<file path="src/rtl/reset_sequencer.sv">
// reset_sequencer
//
// Orders the DDR bring-up in the clk_sys domain. It pulses the MIG reset,
// then waits for calibration under a watchdog. If the watchdog expires it
// re-pulses the MIG reset, up to MAX_RETRIES times, and then gives up in
// FAIL. After calibration has been stable for POST_CALIB_DLY cycles it
// releases the application reset. If calibration drops while running, it
// puts the application back into reset and waits for calibration again.
//
// Ports:
//   clk_sys         in   system clock, sole clock of the block
//   rst_sys         in   synchronous active-high reset
//   mig_calib_done  in   MIG init_calib_complete, asynchronous to clk_sys
//   rst_mig         out  reset request to the MIG sys_rst input (active-high)
//   rst_app         out  synchronous active-high reset for application logic
//   ready           out  high only in RUN
//   fail            out  high only in FAIL
//   calib_lost      out  sticky, set when calibration drops while in RUN
//   retry_cnt       out  calibration retries consumed since rst_sys
//
// All outputs are registered. The output flops are decoded from the next
// state, so each output changes on the same edge as the state register.

module reset_sequencer #(
    parameter int MIG_RST_LEN    = 100,
    parameter int CALIB_TIMEOUT  = 2000000,
    parameter int MAX_RETRIES    = 3,
    parameter int POST_CALIB_DLY = 64,
    parameter int SYNC_STAGES    = 2,
    localparam int RC_W = (MAX_RETRIES > 0) ? $clog2(MAX_RETRIES + 1) : 1
) (
    input  logic            clk_sys,
    input  logic            rst_sys,
    input  logic            mig_calib_done,
    output logic            rst_mig,
    output logic            rst_app,
    output logic            ready,
    output logic            fail,
    output logic            calib_lost,
    output logic [RC_W-1:0] retry_cnt
);

    // The timer is shared by every timed state and sized for the longest one.
    localparam int T_MAX_A = (MIG_RST_LEN > CALIB_TIMEOUT) ? MIG_RST_LEN : CALIB_TIMEOUT;
    localparam int T_MAX   = (T_MAX_A > POST_CALIB_DLY) ? T_MAX_A : POST_CALIB_DLY;
    localparam int TMR_W   = (T_MAX > 1) ? $clog2(T_MAX) : 1;

    localparam logic [TMR_W-1:0] MIG_LAST   = TMR_W'(MIG_RST_LEN - 1);
    localparam logic [TMR_W-1:0] CALIB_LAST = TMR_W'(CALIB_TIMEOUT - 1);
    localparam logic [TMR_W-1:0] POST_LAST  = TMR_W'(POST_CALIB_DLY - 1);
    localparam logic [RC_W-1:0]  RETRY_MAX  = RC_W'(MAX_RETRIES);

    localparam logic [2:0] S_RESET      = 3'd0;
    localparam logic [2:0] S_MIG_RST    = 3'd1;
    localparam logic [2:0] S_WAIT_CALIB = 3'd2;
    localparam logic [2:0] S_POST_DLY   = 3'd3;
    localparam logic [2:0] S_RUN        = 3'd4;
    localparam logic [2:0] S_FAIL       = 3'd5;

    // Calibration status synchronizer. It is deliberately not reset, so a
    // calibration flag that is already high survives an rst_sys pulse.
    logic [SYNC_STAGES-1:0] sync_q;
    logic [SYNC_STAGES-1:0] sync_d;
    logic                   cal_s;

    always_comb begin
        sync_d = {sync_q[SYNC_STAGES-2:0], mig_calib_done};
    end

    always_ff @(posedge clk_sys) begin
        sync_q <= sync_d;
    end

    assign cal_s = sync_q[SYNC_STAGES-1];

    // Sequencer state
    logic [2:0]       state_q,   state_d;
    logic [TMR_W-1:0] timer_q,   timer_d;
    logic [RC_W-1:0]  retry_q,   retry_d;
    logic             lost_q,    lost_d;
    logic             rst_mig_q, rst_mig_d;
    logic             rst_app_q, rst_app_d;
    logic             ready_q,   ready_d;
    logic             fail_q,    fail_d;

    always_comb begin
        state_d = state_q;
        timer_d = timer_q;
        retry_d = retry_q;
        lost_d  = lost_q;
        case (state_q)
            S_RESET: begin
                state_d = S_MIG_RST;
                timer_d = '0;
            end
            S_MIG_RST: begin
                if (timer_q == MIG_LAST) begin
                    state_d = S_WAIT_CALIB;
                    timer_d = '0;
                end else begin
                    timer_d = timer_q + 1'b1;
                end
            end
            S_WAIT_CALIB: begin
                // Calibration arriving on the last watchdog cycle still wins.
                if (cal_s) begin
                    state_d = S_POST_DLY;
                    timer_d = '0;
                end else if (timer_q == CALIB_LAST) begin
                    timer_d = '0;
                    if (retry_q < RETRY_MAX) begin
                        retry_d = retry_q + 1'b1;
                        state_d = S_MIG_RST;
                    end else begin
                        state_d = S_FAIL;
                    end
                end else begin
                    timer_d = timer_q + 1'b1;
                end
            end
            S_POST_DLY: begin
                // A calibration glitch is not counted as a retry.
                if (!cal_s) begin
                    state_d = S_WAIT_CALIB;
                    timer_d = '0;
                end else if (timer_q == POST_LAST) begin
                    state_d = S_RUN;
                    timer_d = '0;
                end else begin
                    timer_d = timer_q + 1'b1;
                end
            end
            S_RUN: begin
                if (!cal_s) begin
                    state_d = S_WAIT_CALIB;
                    timer_d = '0;
                    lost_d  = 1'b1;
                end
            end
            S_FAIL: begin
                // Terminal until rst_sys.
            end
            default: begin
                state_d = S_RESET;
                timer_d = '0;
            end
        endcase

        rst_mig_d = (state_d == S_RESET) || (state_d == S_MIG_RST);
        rst_app_d = (state_d != S_RUN);
        ready_d   = (state_d == S_RUN);
        fail_d    = (state_d == S_FAIL);
    end

    always_ff @(posedge clk_sys) begin
        if (rst_sys) begin
            state_q   <= S_RESET;
            timer_q   <= '0;
            retry_q   <= '0;
            lost_q    <= 1'b0;
            rst_mig_q <= 1'b1;
            rst_app_q <= 1'b1;
            ready_q   <= 1'b0;
            fail_q    <= 1'b0;
        end else begin
            state_q   <= state_d;
            timer_q   <= timer_d;
            retry_q   <= retry_d;
            lost_q    <= lost_d;
            rst_mig_q <= rst_mig_d;
            rst_app_q <= rst_app_d;
            ready_q   <= ready_d;
            fail_q    <= fail_d;
        end
    end

    assign rst_mig    = rst_mig_q;
    assign rst_app    = rst_app_q;
    assign ready      = ready_q;
    assign fail       = fail_q;
    assign calib_lost = lost_q;
    assign retry_cnt  = retry_q;

    // Output invariants
    a_ready_fail_excl: assert property (@(posedge clk_sys) disable iff (rst_sys)
        !(ready && fail));
    a_ready_app_free: assert property (@(posedge clk_sys) disable iff (rst_sys)
        ready |-> !rst_app);
    a_mig_holds_app: assert property (@(posedge clk_sys) disable iff (rst_sys)
        rst_mig |-> rst_app);

endmodule

</file>
<file path="config.mk">
export PLATFORM = sky130hd
export DESIGN_NAME = reset_sequencer
export DESIGN_NICKNAME = d
export VERILOG_FILES = /design/src/rtl/reset_sequencer.sv
export SDC_FILE = /design/constraint.sdc
export NUM_CORES = 1
export LEC_CHECK = 0
export BUFFER_PORTS_ARGS = -buffer_cell sky130_fd_sc_hd__buf_4
export CAP_MARGIN = 10
export CORE_UTILIZATION = 60
export CTS_CLUSTER_SIZE = 14
export DETAILED_ROUTE_END_ITERATION = 16
export GPL_TIMING_DRIVEN = 0
export PLACE_DENSITY = 0.83
export SETUP_SLACK_MARGIN = 0.4
export SLEW_MARGIN = 20
export SYNTH_ARGS = -nofsm -noshare
export SYNTH_HDL_FRONTEND = slang
export SYNTH_SLANG_ARGS = --single-unit
export TNS_END_PERCENT = 5
</file>
<file path="constraint.sdc">
create_clock -name clk_sys -period 3.8 [get_ports clk_sys]
set_input_delay 0.38 -clock clk_sys [delete_from_list [all_inputs] [get_ports clk_sys]]
set_output_delay 0.38 -clock clk_sys [all_outputs]
set_load 0.01 [all_outputs]
</file>
==> impl_metrics.yaml, run 1 <==
run_status:
  status: "finished clean"
route:
  drtAntennaViolNets: 0
  drt_first_iter_violations: 43
  first_pass_iters: 4
  wirelength_um: 3640
  drc_errors: 0
  viasPerCell: 6.27
  num_vias: 1543
  route.detailed.wl_per_inst_um: 14.8
placement:
  portBuffers: 8
  dp_hpwl_um: 2610
  gp_congestion: 0.896
grt:
  grt.total_usage_pct: 26.1
  grt_pass1_vias: 1427
  antenna_found_initial: 0
  grt_remaining_overflow: 0
  grt_max_degree: 11
  grt_pass1_wl_um: 6320
sta:
  hold_ws_ns: 0.131
  fin_crit_sh_pct: 65.3
  max_freq_mhz: 403
  rsz0062_at_grt: "false"
  maxSlewHeadroom_pct: 46.6
  finalClockSkew_ns: 0.00723
  tightest_slew_ns: 0.795
  finalSetupTns_ns: 0
  drv_slew: 0
  setup_viol: 0
  finalWorstPathRequiredPeriod_ns: 2.48
  hold_violations: 0
floorplanning:
  initial_utilization_pct: 62.9
  rows: 19
  core_area_sq_mm: 0.00276
  die-area_sq_mm: 0.00311
  ios: 10
  die_h_um: 55.8
  die_x_um: 55.8
pwr:
  power_mw: 0.650
  clock_power_share_pct: 42.6
  p_comb_share_pct: 3.5
  cellPowerDensity_mw_per_mm2: 339
  leakage_nw: 0.669
  p_sw_share_pct: 20.9
  vdd_drop_max_mv: 0.361
  p_int_mw: 0.515
  p_sw_mw: 0.136
  sequentialPowerShare_pct: 53.9
hold_path:
  min_path_type: "input pin to flip-flop"
synthesis:
  ys_ff_latch: 33
  yosysUniqueCellTypes: 47
  postSynthCellCount: 199
  synth_area_sq_mm: 0.00174
  synthTopCellsByArea: "dfxtp_1 (38%), nor2_1 (6.7%), xnor2_1 (4.5%)"
  ys_seq_area_share_pct: 38.1
  synth_edf_count: 0
  ys.flop_type: "dfxtp_1"
  synth_nets: 204
  synth_area_leader_cell: "dfxtp_1"
  syn_avg_cell_area_sq_um: 8.72
  yosys_warnings: 0
  async_flop_share_pct: 0
  synth.top_cell.area_share_pct: 38.1
layout:
  drive_gt1_share_pct: 14.9
  syn_to_final_growth_pct: 10.6
  fill_cells: 228
  n_antenna_cell: 0
  layout.nets: 219
  final_util_pct: 69.6
worst_setup_path:
  critical_path.max_fanout: 10
  critical_path_required_ns: 4.05
  end_kind: "flip-flop"
  ff2ff_setup_slack_ns: 1.32
  cp-start-kind: "flip-flop"
  crit_type: "flip-flop to flip-flop"
  critPathArrivalTime_ns: 2.73
clocking:
  cts_tree: "yes"
  cts_setup_buffers: 0
  cts-buffers-inserted: 5
  cts_resized: 0
  root_buffer: "clkbuf_4"
  clock_latency_ns: 0.35
  clk_pin_slew_ns: 0.10
  cts_sinks: 33
  clk_path_buf_depth: 2
  hold_buffers: 0
  htreeDepth: 2
run:
  maxCapViolations: 0
## registers in the layout, summed over array words and instances (netlist names)
name,flops
rst_app,1
timer_q,21
state_q,3
rst_mig,1
calib_lost,1
ready,1
sync_q,2
retry_cnt,2
fail,1
## cells by family (layout without fill, tap and decap cells)
logic type	Yosys count	count (layout)	share of synthesized area (%)
adder cells (fa/ha/maj)	2	2	1.44
AO/OA/AOI/OAI	30	30	13.6
flip-flops	33	33	38.1
XOR/XNOR	16	16	8.08
AND/OR/NAND/NOR	101	101	32.3
multiplexers	4	4	2.38
buffers and inverters	13	29	4.11
## synth_stat cells, types with 2 or more instances
| master | n |
|---|---|
| xnor2_1 | 9 |
| buf_4 | 3 |
| clkbuf_1 | 2 |
| ha_1 | 2 |
| nor2_1 | 31 |
| and2_1 | 4 |
| nand4_1 | 10 |
| nand2_1 | 17 |
| xor2_1 | 7 |
| a21oi_1 | 7 |
| dfxtp_1 | 33 |
| nor3_1 | 5 |
| buf_2 | 2 |
| mux2i_1 | 3 |
| nor4_2 | 2 |
| a21oi_2 | 2 |
| nand3_1 | 6 |
| nand2b_1 | 3 |
| nor3b_1 | 2 |
| or3b_2 | 2 |
| o211ai_1 | 2 |
| o31ai_1 | 4 |
| o21ai_0 | 2 |
| and4_1 | 6 |
| o41ai_1 | 2 |
| nor4_1 | 6 |
| a2111oi_0 | 2 |
| inv_1 | 4 |
## stage by stage
step           instances  area (sq um)  setup WS, ns
2_1_floorplan        199          1740          1.76
3_3_place_gp         238          1830          1.36
3_5_place_dp         238          1830          1.36
4_1_cts              246          1920          1.33
5_1_grt              246          1920          1.17
6_report             246          1920          1.32
## cells in the final DEF, fill, tap and decap left out, drive strengths merged, types with 5 or more instances in the layout
master and instances:
dfxtp 33, nor2 31, nand2 17, buf 14, nand4 10, clkbuf 10, xnor2 9, a21oi 9
nor4 9, xor2 7, and4 6, nand3 6, nor3 5
## worst max-delay path, cell delays in order, from the launching register on
cell and delay, ns:
dfxtp_1 0.39, ha_1 0.17, buf_4 0.15, nand4_1 0.12
nor4_2 0.49, a21boi_2 0.19, o41ai_4 0.59, buf_6 0.22
nor2_1 0.06
## routing by layer
metal | vias up | GRT usage [%] | wire, um
met4 | 0 | 16.4 | 151
met3 | 18 | 7.67 | 218
met5 | - | 0 | 0
li1 | 751 | - | -
met1 | 722 | 33.0 | 1600
met2 | 52 | 38.9 | 1660
## path summary, 6_finish.rpt
kind                                         startpoint                       end  depth (start not counted)
worst max-delay path            timer_q[0]$_SDFFE_PP0P_  timer_q[11]$_SDFFE_PP0P_                          8
worst min-delay path                     mig_calib_done         sync_q[0]$_DFF_P_                          1
worst max register to register  timer_q[0]$_SDFFE_PP0P_  timer_q[11]$_SDFFE_PP0P_                          8
worst min register to register        sync_q[0]$_DFF_P_         sync_q[1]$_DFF_P_                          0
## cell type report
cell class | count | area (sq um) | share of cell area [%]
Buffer | 9 | 56.3 | 2.93
Clock buffer | 7 | 55.1 | 2.87
Clock inverter | 1 | 30.0 | 1.56
Inverter | 4 | 15.0 | 0.782
Multi-Input combinational cell | 153 | 1000 | 52.3
Sequential cell | 33 | 661 | 34.4
Tap cell | 31 | 38.8 | 2.02
Timing Repair Buffer | 8 | 60.1 | 3.13
## power by group through the flow
stage | Clock, mW | Combinational, mW | Sequential, mW
floorplan | 0 | 0.0177 | 0.358
global placement | 0 | 0.0219 | 0.358
detailed placement | 0 | 0.0226 | 0.359
CTS | 0.282 | 0.0227 | 0.351
global route | 0.292 | 0.0251 | 0.351
finish | 0.277 | 0.0228 | 0.351
Power figures use the tool's default switching activity.
==> run 2: changes to the inputs <==
--- a/config.mk
+++ b/config.mk
@@ -7,11 +7,11 @@
 export LEC_CHECK = 0
 export BUFFER_PORTS_ARGS = -buffer_cell sky130_fd_sc_hd__buf_4
 export CAP_MARGIN = 10
-export CORE_UTILIZATION = 60
+export CORE_UTILIZATION = 54
 export CTS_CLUSTER_SIZE = 14
 export DETAILED_ROUTE_END_ITERATION = 16
 export GPL_TIMING_DRIVEN = 0
-export PLACE_DENSITY = 0.83
+export PLACE_DENSITY = 0.79
 export SETUP_SLACK_MARGIN = 0.4
 export SLEW_MARGIN = 20
 export SYNTH_ARGS = -nofsm -noshare
==> constraint.sdc (replaced) <==
create_clock -name clk_sys -period 2 [get_ports clk_sys]
set_input_delay 0.2 -clock clk_sys [delete_from_list [all_inputs] [get_ports clk_sys]]
set_output_delay 0.2 -clock clk_sys [all_outputs]
set_load 0.01 [all_outputs]
==> run 2 against run 1 <==
First-iteration DRC count is 130% higher. Total power up 94%. Combinational power increased to 2.9 times the previous value. Clock-buffer cell count unchanged. Clock power up 91%. Critical path type unchanged. Largest cell class unchanged. Largest power group unchanged. Highest routed layer unchanged.
==> impl_metrics.yaml, run 2 (synthesis results as in run 1) <==
run_status:
  status: "finished clean"
layout:
  layout_common_cells: "nor2_1 (26), dfxtp_1 (26), nand2_1 (17)"
  layout.nets: 228
  largest_reg_flops: 21
  top_register: "timer_q"
  final_area_sq_mm: 0.00217
  n_antenna_cell: 0
  drive_gt1_share_pct: 27.7
  syn_to_final_growth_pct: 25.3
  final_cells: 268
  top_regs: "timer_q: 21 flops, state_q: 3 flops"
  final_util_pct: 71.2
clocking:
  clock_latency_ns: 0.35
  cts-buffers-inserted: 5
  clk_pin_slew_ns: 0.10
  cts_tree: "yes"
  clk_path_buf_depth: 2
  htreeDepth: 2
  cts_sinks: 33
  root_buffer: "clkbuf_4"
sta:
  hold_violations: 0
  finalSetupTns_ns: 0
  max_freq_mhz: 508
  maxSlewHeadroom_pct: 61.4
  rsz0062_at_grt: "true"
  setup_viol: 0
  drv_slew: 0
  fin_crit_sh_pct: 98.4
  tightest_slew_ns: 0.579
  finalClockSkew_ns: 0.0149
  finalWorstPathRequiredPeriod_ns: 1.97
pwr:
  vdd_drop_max_mv: 0.420
  sequentialPowerShare_pct: 52.9
  p_comb_share_pct: 5.2
  power_mw: 1.26
  p_int_mw: 0.993
  leakage_nw: 0.752
  p_sw_share_pct: 21.3
  cellPowerDensity_mw_per_mm2: 580
  p_sw_mw: 0.269
  clock_power_share_pct: 41.9
worst_setup_path:
  crit_type: "flip-flop to flip-flop"
  end_kind: "flip-flop"
  cp-start-kind: "flip-flop"
  critPathArrivalTime_ns: 2.21
  r2r_cells: 10
  critical_path.max_fanout: 5
  critical_path_required_ns: 2.25
route:
  drc_errors: 0
  route.detailed.wl_per_inst_um: 15.1
  drt_first_iter_violations: 97
  wirelength_um: 4050
  drtAntennaViolNets: 0
  num_vias: 1593
  viasPerCell: 5.94
  first_pass_iters: 4
placement:
  portBuffers: 8
  gp_congestion: 0.880
  dp.cells: 251
  dp_hpwl_um: 2720
  placed_cell_area_sq_mm: 0.00190
floorplanning:
  die_x_um: 58.7
  rows: 20
  ios: 10
  die_h_um: 58.7
  initial_utilization_pct: 56.8
  die-area_sq_mm: 0.00344
  core_area_sq_mm: 0.00305
grt:
  grt_pass1_vias: 1368
  grt_pass1_wl_um: 6390
  grt_remaining_overflow: 0
  antenna_found_initial: 0
  grt.total_usage_pct: 25.1
  grt_max_degree: 11
hold_path:
  min_path_type: "input pin to flip-flop"
  hold_path_depth: 2
run:
  maxCapViolations: 0
## run 2: changes by cell type in the layout (fill, tap and decap cells not counted), moves of 2 or more
cell / delta
nor2_2: +4
nor4_1: -2
a21oi_2: -2
buf_4: +3
dfxtp_1: -7
buf_6: +5
dfxtp_2: +6
nor2_1: -5
nor4_4: +2
a21oi_4: +2
## run 2: final timing paths
check / from / end / slack, ns
worst max register to register: timer_q[1]$_SDFFE_PP0P_ / timer_q[12]$_SDFFE_PP0P_ / 0.03
worst min register to register: sync_q[0]$_DFF_P_ / sync_q[1]$_DFF_P_ / 0.34
worst min-delay path: rst_sys / calib_lost$_SDFFE_PP0P_ / 0.20
worst max-delay path: timer_q[1]$_SDFFE_PP0P_ / timer_q[12]$_SDFFE_PP0P_ / 0.03
## run 2: stage by stage
stage / worst slack [ns] / hold WS [ns]
final: 0.0330 / 0.205
after global routing: -0.0731 / 0.220
after detailed placement: -0.330 / 0.308
after global placement: -0.339 / 0.305
after floorplan: 0.0343 / 0.228
after CTS: 0.0211 / 0.188
## run 2: power by group through the flow
stage               logic [mW]  registers, mW  clock network (mW)
detailed placement      0.0469          0.683                   0
floorplan               0.0366          0.682                   0
global route            0.0719          0.668               0.564
CTS                     0.0638          0.668               0.540
global placement        0.0454          0.682                   0
finish                  0.0661          0.667               0.528
## run 2: routing by layer
| metal | vias to the layer above | part of all wire [%] | global-route usage [%] |
|---|---|---|---|
| li1 | 772 | - | - |
| met1 | 757 | 44 | 33.5 |
| met2 | 48 | 47 | 37.6 |
| met3 | 16 | 5.6 | 7.25 |
| met4 | 0 | 2.6 | 11.6 |
| met5 | - | 0 | 0 |
## run 2: critical path, stage by stage (launching register included)
cell     delay [ns]
dfxtp_2        0.37
ha_4           0.14
buf_6          0.10
nor4b_4        0.17
and4_1         0.23
buf_6          0.12
a21oi_4        0.07
o41ai_4        0.33
buf_6          0.17
buf_6          0.11
nor2_1         0.04
## run 2: area by class of cell
class / instances / area (sq um)
Timing Repair Buffer: 17 / 150
Buffer: 9 / 72.6
Tap cell: 44 / 55.1
Inverter: 4 / 15.0
Clock inverter: 1 / 30.0
Multi-Input combinational cell: 153 / 1120
Fill cell: 232 / 878
Sequential cell: 33 / 672
Clock buffer: 7 / 55.1
## run 2: repair_timing
action	4_1_cts	5_1_grt
endpoints found under the setup margin	30	30
hold buffers	1	0
hold endpoints to repair	1	0
gates resized for setup	26	6
cloned	1	0
setup buffers	7	0
pin swaps	26	13
==> run 3: changes to the inputs <==
--- a/config.mk
+++ b/config.mk
@@ -5,6 +5,7 @@
 export SDC_FILE = /design/constraint.sdc
 export NUM_CORES = 1
 export LEC_CHECK = 0
+export ABC_AREA = 1
 export BUFFER_PORTS_ARGS = -buffer_cell sky130_fd_sc_hd__buf_4
 export CAP_MARGIN = 10
 export CORE_UTILIZATION = 54
==> run 3 against run 2 <==
Synthesized area grew 4.5%. Critical path depth shrank 1. Clock-buffer cell count shrank 2. Wire length grew 4.3%. Setup slack gained 0.38 ns. Highest routed layer unchanged. Fmax grew 24%. Clock power shrank 25%. Register-to-register slack gained 0.38 ns.
==> impl_metrics.yaml, run 3 <==
worst_setup_path:
  path_cells: "ha_4 -> nand3_1 -> nor2_2 -> nand3_1 -> nand2_2 -> nand4_2 -> nand2_4 -> buf_6 -> nor2_1"
  r2r_end: "timer_q[7]$_SDFFE_PP0P_"
  end_kind: "flip-flop"
  cpMostUsedCell: "nand3_1"
  cp-start-kind: "flip-flop"
  slowest_stage: "dfxtp_4"
  ff2ff_setup_slack_ns: 0.41
  crit_type: "flip-flop to flip-flop"
  critical_path.max_fanout: 10
  slowest_delay_ns: 0.40
  critical_path_required_ns: 2.25
  rr_startpoint: "timer_q[0]$_SDFFE_PP0P_"
  r2r_cells: 9
  critPathArrivalTime_ns: 1.83
clocking:
  cts_sinks: 33
  htreeDepth: 2
  clk_path_buf_depth: 2
  cts_tree: "yes"
  clock_latency_ns: 0.36
  root_buffer: "clkbuf_4"
  cts-buffers-inserted: 5
  clk_pin_slew_ns: 0.12
hold_path:
  min_path_type: "input pin to flip-flop"
  holdCritStartpoint: "rst_sys"
  hold_path_depth: 2
  hold-path-endpoint: "timer_q[18]$_SDFFE_PP0P_"
grt:
  grt_pass1_wl_um: 6800
  antenna_found_initial: 0
  grt_max_degree: 13
  grt.total_usage_pct: 25.7
  grt_remaining_overflow: 0
  grt_pass1_vias: 1599
route:
  route.detailed.wl_per_inst_um: 12.4
  viasPerCell: 5.24
  first_pass_iters: 4
  drtAntennaViolNets: 0
  num_vias: 1787
  drt_first_iter_violations: 111
  drc_errors: 0
  wirelength_um: 4220
synthesis:
  yosys_warnings: 0
  synthTopCellsByArea: "dfxtp_1 (36%), nand2_1 (12%), nor2_1 (12%)"
  ys_seq_area_share_pct: 36.4
  ys.flop_type: "dfxtp_1"
  synth_compound_area_share_pct: 6.97
  synth_nets: 283
  synth_mux_area_share_pct: 0
  ys_ff_latch: 33
  synth-xor-area-share_pct: 2.90
  yosys.area_share.simple_pct: 43.5
  synth.top_cell.area_share_pct: 36.4
  synth_top_family_by_area: "simple AND/OR/NAND/NOR gates"
  synthMostInstantiatedCell: "nand2_1"
  synth_adder_area_share_pct: 1.38
  synth_edf_count: 0
  async_flop_share_pct: 0
  postSynthCellCount: 278
  synth_area_sq_mm: 0.00181
  syn_avg_cell_area_sq_um: 6.53
  yosysUniqueCellTypes: 27
  synth_area_leader_cell: "dfxtp_1"
  synthTopCellsByCount: "nand2_1 (60), nor2_1 (56), dfxtp_1 (33), inv_1 (33), nand3_1 (23)"
layout:
  layout_common_cells: "nand2_1 (58), nor2_1 (50), inv_1 (32)"
  top_register: "timer_q"
  fill_cells: 280
  syn_to_final_growth_pct: 16.4
  drive_gt1_share_pct: 21.2
  top_regs: "timer_q: 21 flops, state_q: 3 flops"
  layout.nets: 301
  n_antenna_cell: 0
  final_cells: 341
  largest_reg_flops: 21
  layout_commonest_cell: "nand2_1"
sta:
  finalWorstPathRequiredPeriod_ns: 1.59
  hold_violations: 0
  fin_crit_sh_pct: 79.3
  max_freq_mhz: 630
  finalSetupTns_ns: 0
  setup_viol: 0
  rsz0062_at_grt: "true"
  tightest_slew_ns: 0.418
  drv_slew: 0
  maxSlewHeadroom_pct: 71.9
  finalClockSkew_ns: 0.00914
pwr:
  clock_power_share_pct: 35.1
  cellPowerDensity_mw_per_mm2: 532
  p_comb_share_pct: 5.1
  vdd_drop_max_mv: 0.529
  p_sw_mw: 0.303
  p_sw_share_pct: 27.0
  sequentialPowerShare_pct: 59.8
  leakage_nw: 0.808
  p_int_mw: 0.820
floorplanning:
  core_area_sq_mm: 0.00313
  die-area_sq_mm: 0.00360
  die_x_um: 60.0
  ios: 10
  die_h_um: 60.0
  initial_utilization_pct: 58.0
  rows: 20
placement:
  gp_congestion: 0.903
  portBuffers: 8
  dp_hpwl_um: 2980
  dp.cells: 330
run_status:
  status: "finished clean"
run:
  maxCapViolations: 0
==> run 3: cell types whose count changed after synthesis, sizes merged, moves of 5 or more <==
cell | previous run | this run
inv | 4 | 36
nor3 | 5 | 10
nor2 | 31 | 62
nor4 | 9 | 0
nand2 | 17 | 65
nand3 | 6 | 25
xnor2 | 9 | 0
and4 | 6 | 0
==> run 3: metal layers <==
metal / up-vias / GRT usage [%] / wire length [um]
met1: 811 / 33.8 / 1960
met4: 0 / 9.63 / 53
met2: 42 / 40.3 / 1980
li1: 928 / - / -
met5: - / 0 / 0
met3: 6 / 6.49 / 225
==> run 3: worst max-delay path, delay by kind of cell (launching register included) <==
kind | cells | cell delay, ns
fa+ha+maj | 1 | 0.16
buf+inv | 1 | 0.14
flops | 1 | 0.40
simple gates | 7 | 0.78
==> run 3: what timing repair did <==
| item | 4_1_cts | 5_1_grt |
|---|---|---|
| cloned | 0 | 0 |
| gates resized for setup | 17 | 14 |
| pin swaps | 1 | 1 |
| setup endpoints to repair | 30 | 27 |
| hold buffers | 1 | 0 |
| endpoints found under the hold margin | 1 | 0 |
| setup buffers | 1 | 1 |
==> run 3: cell type report <==
type                    count  area (sq um)  share of cell area [%]
multi-input cells         205          1080                    51.0
flip-flops and latches     33           673                    31.9
inverters                  36           135                    6.40
repair buffers             11          85.1                    4.03
well taps                  44          55.1                    2.61
clock buffers               5          37.5                    1.78
plain buffers               4          26.3                    1.24
clock inverters             3          22.5                    1.07
==> run 3: power by group through the flow <==
stage,logic (mW),registers (mW),clock network [mW]
after global routing,0.0626,0.673,0.424
after global placement,0.0446,0.685,0
after detailed placement,0.0458,0.686,0
after floorplan,0.0339,0.684,0
after CTS,0.0528,0.673,0.398
final,0.0569,0.672,0.394
==> run 3: kinds of logic (layout without fill, tap and decap cells) <==
logic type | count (synthesis) | count (layout)
and+or+nand+nor | 175 | 175
DFF | 33 | 33
xor gates and xnor gates | 6 | 6
adders and majority gates | 2 | 2
AOI/OAI and AO/OA | 22 | 22
buffers and inverters | 40 | 59
==> run 3: metrics by stage <==
| step | hold slack [ns] | utilization (%) | setup WS [ns] | power (mW) | area (sq um) |
|---|---|---|---|---|---|
| final | 0.122 | 67.5 | 0.414 | 1.12 | 2110 |
| after detailed placement | 0.310 | 61.7 | 0.124 | 0.732 | 1930 |
| after CTS | 0.128 | 66.0 | 0.402 | 1.12 | 2060 |
| after floorplan | 0.228 | - | 0.429 | 0.718 | 1810 |
| after global placement | 0.304 | 61.7 | 0.149 | 0.730 | 1930 |
| after global routing | 0.119 | 67.5 | 0.303 | 1.16 | 2110 |
==> run 3: how the worst max path moves through the flow <==
stage / slack [ns] / cells after the start / startpoint / to
2_1_floorplan: 0.43 / 9 / timer_q[0]$_SDFFE_PP0P_ / timer_q[12]$_SDFFE_PP0P_
3_3_place_gp: 0.15 / 9 / timer_q[0]$_SDFFE_PP0P_ / timer_q[7]$_SDFFE_PP0P_
6_report: 0.41 / 9 / timer_q[0]$_SDFFE_PP0P_ / timer_q[7]$_SDFFE_PP0P_
3_5_place_dp: 0.12 / 9 / timer_q[0]$_SDFFE_PP0P_ / timer_q[7]$_SDFFE_PP0P_
5_1_grt: 0.30 / 6 / sync_q[1]$_DFF_P_ / timer_q[7]$_SDFFE_PP0P_
4_1_cts: 0.40 / 9 / timer_q[0]$_SDFFE_PP0P_ / timer_q[5]$_SDFFE_PP0P_
